===== src/rtl/core_pkg.sv =====
// Shared types and constants for the tinywhisper core sequencer.
package core_pkg;

    localparam int unsigned XLEN  = 32;
    localparam int unsigned TMO_W = 8;

    typedef enum logic [2:0] {
        ST_FETCH = 3'd0,
        ST_EXEC  = 3'd1,
        ST_MEM   = 3'd2,
        ST_WB    = 3'd3,
        ST_TRAP  = 3'd4
    } state_e;

    localparam logic [6:0] OP_LW     = 7'b0000011;
    localparam logic [6:0] OP_SW     = 7'b0100011;
    localparam logic [6:0] OP_JAL    = 7'b1101111;
    localparam logic [6:0] OP_JALR   = 7'b1100111;
    localparam logic [6:0] OP_BRANCH = 7'b1100011;
    localparam logic [6:0] OP_AUIPC  = 7'b0010111;
    localparam logic [6:0] OP_LUI    = 7'b0110111;
    localparam logic [6:0] OP_IMM    = 7'b0010011;
    localparam logic [6:0] OP_REG    = 7'b0110011;

    typedef enum logic [1:0] {
        WSEL_ALU  = 2'b00,
        WSEL_LOAD = 2'b01,
        WSEL_PC4  = 2'b10
    } wsel_e;

    typedef enum logic [1:0] {
        CAUSE_NONE    = 2'b00,
        CAUSE_ILLEGAL = 2'b01,
        CAUSE_IMEM    = 2'b10,
        CAUSE_DMEM    = 2'b11
    } cause_e;

    // Jump codes carried in alu_result[24:23]
    localparam logic [1:0] JC_BRANCH = 2'b00;
    localparam logic [1:0] JC_JALR   = 2'b01;

    function automatic logic is_mem_op(input logic [6:0] op);
        return (op == OP_LW) || (op == OP_SW);
    endfunction

    function automatic logic uses_imm(input logic [6:0] op);
        return (op == OP_IMM) || (op == OP_LUI) || (op == OP_AUIPC) ||
               (op == OP_LW)  || (op == OP_SW)  || (op == OP_JALR);
    endfunction

    function automatic logic writes_rd(input logic [6:0] op, input logic [4:0] rd);
        return !((op == OP_SW) || (op == OP_BRANCH) || (rd == 5'd0));
    endfunction

endpackage


===== src/rtl/core_sequencer_bus_timeout.sv =====
// Wait-cycle counter shared by the instruction and data bus handshakes.
module bus_timeout
    import core_pkg::*;
#(
    parameter int unsigned TIMEOUT = 16
) (
    input  logic clk,
    input  logic rst,
    input  logic clr_i,
    input  logic en_i,
    output logic expired_c_o
);

    localparam logic [TMO_W-1:0] LAST = TMO_W'(TIMEOUT - 1);

    logic [TMO_W-1:0] cnt_q, cnt_d;

    always_comb begin
        cnt_d = cnt_q;
        if (clr_i) begin
            cnt_d = '0;
        end else if (en_i) begin
            cnt_d = cnt_q + TMO_W'(1);
        end
    end

    always_ff @(posedge clk or posedge rst) begin
        if (rst) begin
            cnt_q <= '0;
        end else begin
            cnt_q <= cnt_d;
        end
    end

    // High during the last permitted wait cycle of an active request
    assign expired_c_o = en_i && (cnt_q >= LAST);

endmodule


===== src/rtl/core_sequencer.sv =====
// Multi-cycle fetch/execute/memory/writeback sequencer with trap entry.
module core_sequencer
    import core_pkg::*;
#(
    parameter logic [31:0] RESET_PC = 32'h0000_0000,
    parameter logic [31:0] TRAP_VEC = 32'h0000_0100,
    parameter int unsigned TIMEOUT  = 16
) (
    input  logic        clk,
    input  logic        rst,
    output logic        imem_req,
    input  logic        imem_ready,
    input  logic [31:0] imem_rdata,
    output logic [31:0] pc,
    input  logic [31:0] imm,
    output logic [31:0] ir,
    output logic [16:0] alu_instruction,
    output logic        alu_a_sel,
    output logic        alu_b_sel,
    input  logic [31:0] alu_result,
    input  logic        alu_illegal,
    output logic        dmem_req,
    output logic        dmem_we,
    input  logic        dmem_ready,
    output logic        rf_we,
    output logic [1:0]  rf_wsel,
    output logic        trap,
    output logic [1:0]  trap_cause,
    output logic [31:0] mepc,
    output logic        retired
);

    state_e            state_q, state_d;
    logic [XLEN-1:0]   pc_q, pc_d, ir_q, ir_d, mepc_q, mepc_d;
    cause_e            cause_q, cause_d;
    wsel_e             wsel_q, wsel_d;
    logic              imem_req_q, imem_req_d, dmem_req_q, dmem_req_d, dmem_we_q, dmem_we_d;
    logic              a_sel_q, a_sel_d, b_sel_q, b_sel_d;
    logic              rf_we_q, rf_we_d, trap_q, trap_d, retired_q, retired_d;

    logic              trap_entry;
    cause_e            trap_code;
    logic              tmo_en, tmo_clr, tmo_expired;
    logic [6:0]        opcode, in_op;
    logic [1:0]        jump_code;

    assign opcode    = ir_q[6:0];
    assign in_op     = imem_rdata[6:0];
    assign jump_code = alu_result[24:23];

    // One counter serves both buses; it restarts whenever a handshake ends
    assign tmo_en  = imem_req_q || dmem_req_q;
    assign tmo_clr = !tmo_en || (imem_req_q && imem_ready) || (dmem_req_q && dmem_ready) ||
                     tmo_expired;

    bus_timeout #(
        .TIMEOUT (TIMEOUT)
    ) u_timeout (
        .clk         (clk),
        .rst         (rst),
        .clr_i       (tmo_clr),
        .en_i        (tmo_en),
        .expired_c_o (tmo_expired)
    );

    always_comb begin
        state_d    = state_q;
        pc_d       = pc_q;
        ir_d       = ir_q;
        mepc_d     = mepc_q;
        cause_d    = cause_q;
        wsel_d     = wsel_q;
        a_sel_d    = a_sel_q;
        b_sel_d    = b_sel_q;
        trap_entry = 1'b0;
        trap_code  = CAUSE_NONE;

        case (state_q)
            ST_FETCH: begin
                if (imem_req_q) begin
                    if (imem_ready) begin
                        ir_d    = imem_rdata;
                        a_sel_d = (in_op == OP_AUIPC);
                        b_sel_d = uses_imm(in_op);
                        state_d = ST_EXEC;
                    end else if (tmo_expired) begin
                        trap_entry = 1'b1;
                        trap_code  = CAUSE_IMEM;
                    end
                end
            end
            ST_EXEC: begin
                if (alu_illegal) begin
                    trap_entry = 1'b1;
                    trap_code  = CAUSE_ILLEGAL;
                end else if (is_mem_op(opcode)) begin
                    state_d = ST_MEM;
                end else begin
                    state_d = ST_WB;
                end
            end
            ST_MEM: begin
                if (dmem_ready) begin
                    state_d = ST_WB;
                end else if (tmo_expired) begin
                    trap_entry = 1'b1;
                    trap_code  = CAUSE_DMEM;
                end
            end
            ST_WB: begin
                if ((opcode == OP_JAL) || ((opcode == OP_BRANCH) && (jump_code == JC_BRANCH))) begin
                    pc_d = pc_q + imm;
                end else if ((opcode == OP_JALR) && (jump_code == JC_JALR)) begin
                    pc_d = alu_result & 32'hFFFF_FFFE;
                end else begin
                    pc_d = pc_q + 32'd4;
                end
                state_d = ST_FETCH;
            end
            ST_TRAP: begin
                state_d = ST_FETCH;
            end
            default: begin
                state_d = ST_FETCH;
            end
        endcase

        // Trap bookkeeping lands on entry so it is visible alongside the pulse
        if (trap_entry) begin
            state_d = ST_TRAP;
            mepc_d  = pc_q;
            pc_d    = TRAP_VEC;
            cause_d = trap_code;
        end

        if (state_d == ST_WB) begin
            if ((opcode == OP_JAL) || (opcode == OP_JALR)) begin
                wsel_d = WSEL_PC4;
            end else if (opcode == OP_LW) begin
                wsel_d = WSEL_LOAD;
            end else begin
                wsel_d = WSEL_ALU;
            end
        end

        imem_req_d = (state_d == ST_FETCH);
        dmem_req_d = (state_d == ST_MEM);
        dmem_we_d  = (state_d == ST_MEM) && (opcode == OP_SW);
        rf_we_d    = (state_d == ST_WB) && writes_rd(opcode, ir_q[11:7]);
        retired_d  = (state_d == ST_WB);
        trap_d     = (state_d == ST_TRAP);
    end

    always_ff @(posedge clk or posedge rst) begin
        if (rst) begin
            state_q    <= ST_FETCH;
            pc_q       <= RESET_PC;
            ir_q       <= '0;
            mepc_q     <= '0;
            cause_q    <= CAUSE_NONE;
            wsel_q     <= WSEL_ALU;
            a_sel_q    <= 1'b0;
            b_sel_q    <= 1'b0;
            imem_req_q <= 1'b0;
            dmem_req_q <= 1'b0;
            dmem_we_q  <= 1'b0;
            rf_we_q    <= 1'b0;
            retired_q  <= 1'b0;
            trap_q     <= 1'b0;
        end else begin
            state_q    <= state_d;
            pc_q       <= pc_d;
            ir_q       <= ir_d;
            mepc_q     <= mepc_d;
            cause_q    <= cause_d;
            wsel_q     <= wsel_d;
            a_sel_q    <= a_sel_d;
            b_sel_q    <= b_sel_d;
            imem_req_q <= imem_req_d;
            dmem_req_q <= dmem_req_d;
            dmem_we_q  <= dmem_we_d;
            rf_we_q    <= rf_we_d;
            retired_q  <= retired_d;
            trap_q     <= trap_d;
        end
    end

    assign imem_req        = imem_req_q;
    assign pc              = pc_q;
    assign ir              = ir_q;
    assign alu_instruction = {ir_q[31:25], ir_q[14:12], ir_q[6:0]};
    assign alu_a_sel       = a_sel_q;
    assign alu_b_sel       = b_sel_q;
    assign dmem_req        = dmem_req_q;
    assign dmem_we         = dmem_we_q;
    assign rf_we           = rf_we_q;
    assign rf_wsel         = wsel_q;
    assign trap            = trap_q;
    assign trap_cause      = cause_q;
    assign mepc            = mepc_q;
    assign retired         = retired_q;

endmodule

===== config.mk =====
export PLATFORM = sky130hd
export DESIGN_NAME = core_sequencer
export DESIGN_NICKNAME = d
export VERILOG_FILES = /design/src/rtl/core_pkg.sv /design/src/rtl/core_sequencer_bus_timeout.sv /design/src/rtl/core_sequencer.sv
export SDC_FILE = /design/constraint.sdc
export NUM_CORES = 1
export LEC_CHECK = 0
export ABC_AREA = 1
export CAP_MARGIN = 20
export CORE_UTILIZATION = 51
export CTS_BUF_LIST = sky130_fd_sc_hd__clkbuf_8
export DETAILED_ROUTE_END_ITERATION = 8
export PLACE_DENSITY = 0.81
export SLEW_MARGIN = 20
export SYNTH_ARGS = -nofsm -noshare
export SYNTH_HDL_FRONTEND = slang
export SYNTH_SLANG_ARGS = --single-unit
export TNS_END_PERCENT = 10

===== constraint.sdc =====
create_clock -name clk -period 4.3 [get_ports clk]
set_clock_uncertainty 0.1 [all_clocks]
set_input_delay 0.43 -clock clk [delete_from_list [all_inputs] [get_ports clk]]
set_output_delay 0.43 -clock clk [all_outputs]
set_load 0.01 [all_outputs]

==> run_results.csv <==
group,metric,value,unit
synth,async_reset_ff_frac,1.00,
clock_network,cts_tree,"built",
place,dpl.hpwl,20900,microns
detailed_routing,wire_per_inst,15.9,microns
sta,fmax,397,MHz
sta,hold_viol,0,
clock_network,path_clk_slew,0.08,ns
grt,overflow,0,
critical_path,worstSetupPathType,"primary input to register",
status,status,"finished clean",
sta,tns,0,ns
finish,layout-drive-gt1-share,0.0522,
floorplan,fp.dieW,131,microns
grt,antenna_found_initial,0,
synth,yosysTopAreaCell,"dfrtp_1",
power,p_sw_frac,0.389,
sta,fin_crit_sh,0.586,
power,seqPwrFrac,0.363,
critical_path,path_max_fanout,4,
hold_path,hold_path_class,"register to register",
clock_network,ctsLongestPathBuffers,2,
sta,finalMaxSlewViolations,0,
synth,syn_inst,1256,
floorplan,core_area,16000,sq um
clock_network,post_cts_buffers,0,
finish,final_core_util,0.690,
clock_network,root_buffer,"clkbuf_8",
critical_path,critPathRequiredTime,4.53,ns
synth,synth_ff_type,"dfrtp_1",
power,intPower,2.60,mW
clock_network,cts_inserted_buffers,17,
grt,grt_max_degree,70,
critical_path,cp-end-kind,"register",
power,combPwrFrac,0.418,
synth,synthTopCellsByArea,"dfrtp_1 35%, nand2_1 21%, inv_1 7.2%",
synth,synth_seq_cells,119,
synth,syn_area_per_cell,6.71,sq um
critical_path,critPathLaunchType,"primary input",
detailed_routing,via_per_inst,5.31,
floorplan,die_area,17000,sq um
grt,grt-busiest-layer,"met2",
detailed_routing,first_iter_violations,844,
grt,gr-usage-met2,0.518,
critical_path,crit_arrival,2.75,ns
power,power_frac_clock,0.219,
floorplan,die_h,131,microns
sta,slew_headroom,0.440,
synth,yosys_warnings,0,
run,cap_viol_max_count,0,
power,finalPower,4.26,mW
clock_network,htreeDepth,4,
clock_network,cts_hold_buffers,0,
place,pre_cts_ws,1.40,ns
finish,syn_to_final_growth,31.0,%
sta,fin_crit,2.52,ns
grt,grt_use_total,0.324,
power,power_leakage,5.42,nW
sta,finalWorstSetupSlack,1.78,ns
synth,synth_top_area_frac,0.353,
finish,nNetsFinal,1597,
clock_network,clock_latency,0.44,ns
place,gp_congestion,0.951,
detailed_routing,totalWireLength,26900,microns
clock_network,cts-resized-gates,0,
grt,grt_pass1_vias,8320,
sta,rsz0062_at_grt,"false",
synth,yosysUniqueCellTypes,49,
floorplan,pin_count,226,
synth,synth_edf_count,0,
grt,use_met1,0.433,
grt,grt_pass1_wl,42200,microns
detailed_routing,firstDrtPassIters,7,
clock_network,clock_sinks,119,
sta,worstMarginPinSlew,0.841,ns
finish,num_antenna_cells,0,
detailed_routing,drc,0,
power,p_per_area,386,nW/um^2
sta,setup_viol,0,
detailed_routing,vias,8981,
synth,synthesis.area,8420,sq um
synth,ys_seq_area_frac,0.353,
floorplan,rows,46,
floorplan,floorplan.initialDensity,0.527,
place,port_buffers,224,
power,ir_worst_vdd,0.000375,V
grt,use_met3,0.0757,
power,p_switching,1.66,mW
detailed_routing,drtAntennaViolNets,0,
## cell type report
cell class              instances  area, sq um
clock buffers                  19          262
clock inverters                13         97.6
fillers                      1448         4960
inverters                     169          639
multi-input cells             924         4500
flip-flops and latches        119         2980
well taps                     216          270
repair buffers                231         2290
## state kept, by name, indices dropped and copies added (netlist names)
signal,flops
mepc,32
pc,32
trap_cause,2
dmem_req,1
ir,32
alu_b_sel,1
rf_we,1
dmem_we,1
u_timeout.cnt_q,8
rf_wsel,2
retired,1
imem_req,1
trap,1
alu_a_sel,1
state_q,3
## per-stage QoR
stage / hold WS [ns] / cells / instance area (sq um)
6_report: 0.368 / 1691 / 11000
3_3_place_gp: 0.352 / 1659 / 10700
4_1_cts: 0.369 / 1691 / 11000
5_1_grt: 0.389 / 1691 / 11000
3_5_place_dp: 0.358 / 1659 / 10700
2_1_floorplan: 0.333 / 1259 / 8440
## cell usage in the layout (no fill, tap or decap), types with 5 or more instances in the layout
cell type,n
nand2_1,464
xor2_1,9
o21ai_1,40
clkdlybuf4s50_1,224
o21bai_1,5
nor2_2,5
nor2_1,77
ha_1,33
nand4_1,11
xnor2_1,5
o21ai_0,33
nor2_4,5
o22ai_1,5
dfrtp_1,119
a21oi_1,69
inv_1,160
inv_2,7
nand3_1,100
clkbuf_8,19
nor3_1,23
buf_4,7
## kinds of logic (layout without fill, tap and decap cells)
logic type / after synthesis / in the layout / synth area share
AND/OR/NAND/NOR: 709 / 709 / 0.362
AO/OA/AOI/OAI: 163 / 163 / 0.104
XOR/XNOR: 14 / 14 / 0.0146
flip-flops: 119 / 119 / 0.353
other: 1 / 4 / 0.000445
buffers and inverters: 216 / 432 / 0.114
adder cells (fa/ha/maj): 34 / 34 / 0.0514
## final timing paths
kind	slack, ns	end	startpoint	cells after the start
worst min register to register	0.37	u_timeout.cnt_q[0]$_DFFE_PP0P_	u_timeout.cnt_q[0]$_DFFE_PP0P_	1
worst max register to register	1.80	pc[28]$_DFFE_PP0P_	pc[0]$_DFFE_PP0P_	13
worst min-delay path	0.37	u_timeout.cnt_q[0]$_DFFE_PP0P_	u_timeout.cnt_q[0]$_DFFE_PP0P_	1
worst max-delay path	1.78	pc[28]$_DFFE_PP0P_	imm[0]	14
min in group asynchronous	0.41	ir[23]$_DFFE_PP0P_	rst	2
max in group asynchronous	2.80	mepc[22]$_DFFE_PP0N_	rst	3
## cell usage after synthesis (2+ instances only)
library cell	number
inv_1	161
nor2_2	4
nor2_1	78
buf_2	9
xnor2_1	5
buf_6	8
o21ai_0	33
o22ai_1	5
nand4_1	11
nand2_1	464
buf_4	21
dfrtp_1	119
nand2_4	2
nand3b_1	3
inv_2	7
nand2_2	4
o21ai_1	40
nand3_4	2
ha_1	33
nor3_1	23
nor2_4	5
xor2_1	9
o31ai_1	2
nand4_2	2
a21oi_1	69
a31oi_1	4
clkbuf_1	8
nand3_1	100
o21bai_1	5
## worst max-delay path, stage by stage
cell and delay (ns):
clkdlybuf4s50_1 0.46, ha_1 0.21, inv_1 0.07, fa_1 0.40
inv_1 0.15, nand3_1 0.09, nand3_1 0.15, nand3_1 0.09
nand3b_1 0.20, nand2_1 0.15, nand3_1 0.11, nand3_1 0.09
nand2_1 0.08, nand2_1 0.05
## layer usage
metal | vias to the layer above | wire length (microns)
li1 | 4392 | -
met1 | 4117 | 11500
met2 | 416 | 12200
met3 | 56 | 2430
met4 | 0 | 793
met5 | - | 0
## power groups by stage
stage	registers (mW)	clock network (mW)	logic [mW]
after CTS	1.55	0.937	1.79
after global routing	1.58	0.995	1.93
final	1.55	0.932	1.78
after global placement	1.56	0	1.74
after floorplan	1.63	0	0.938
after detailed placement	1.56	0	1.77
Note: power is estimated with default switching activity, not from simulation.
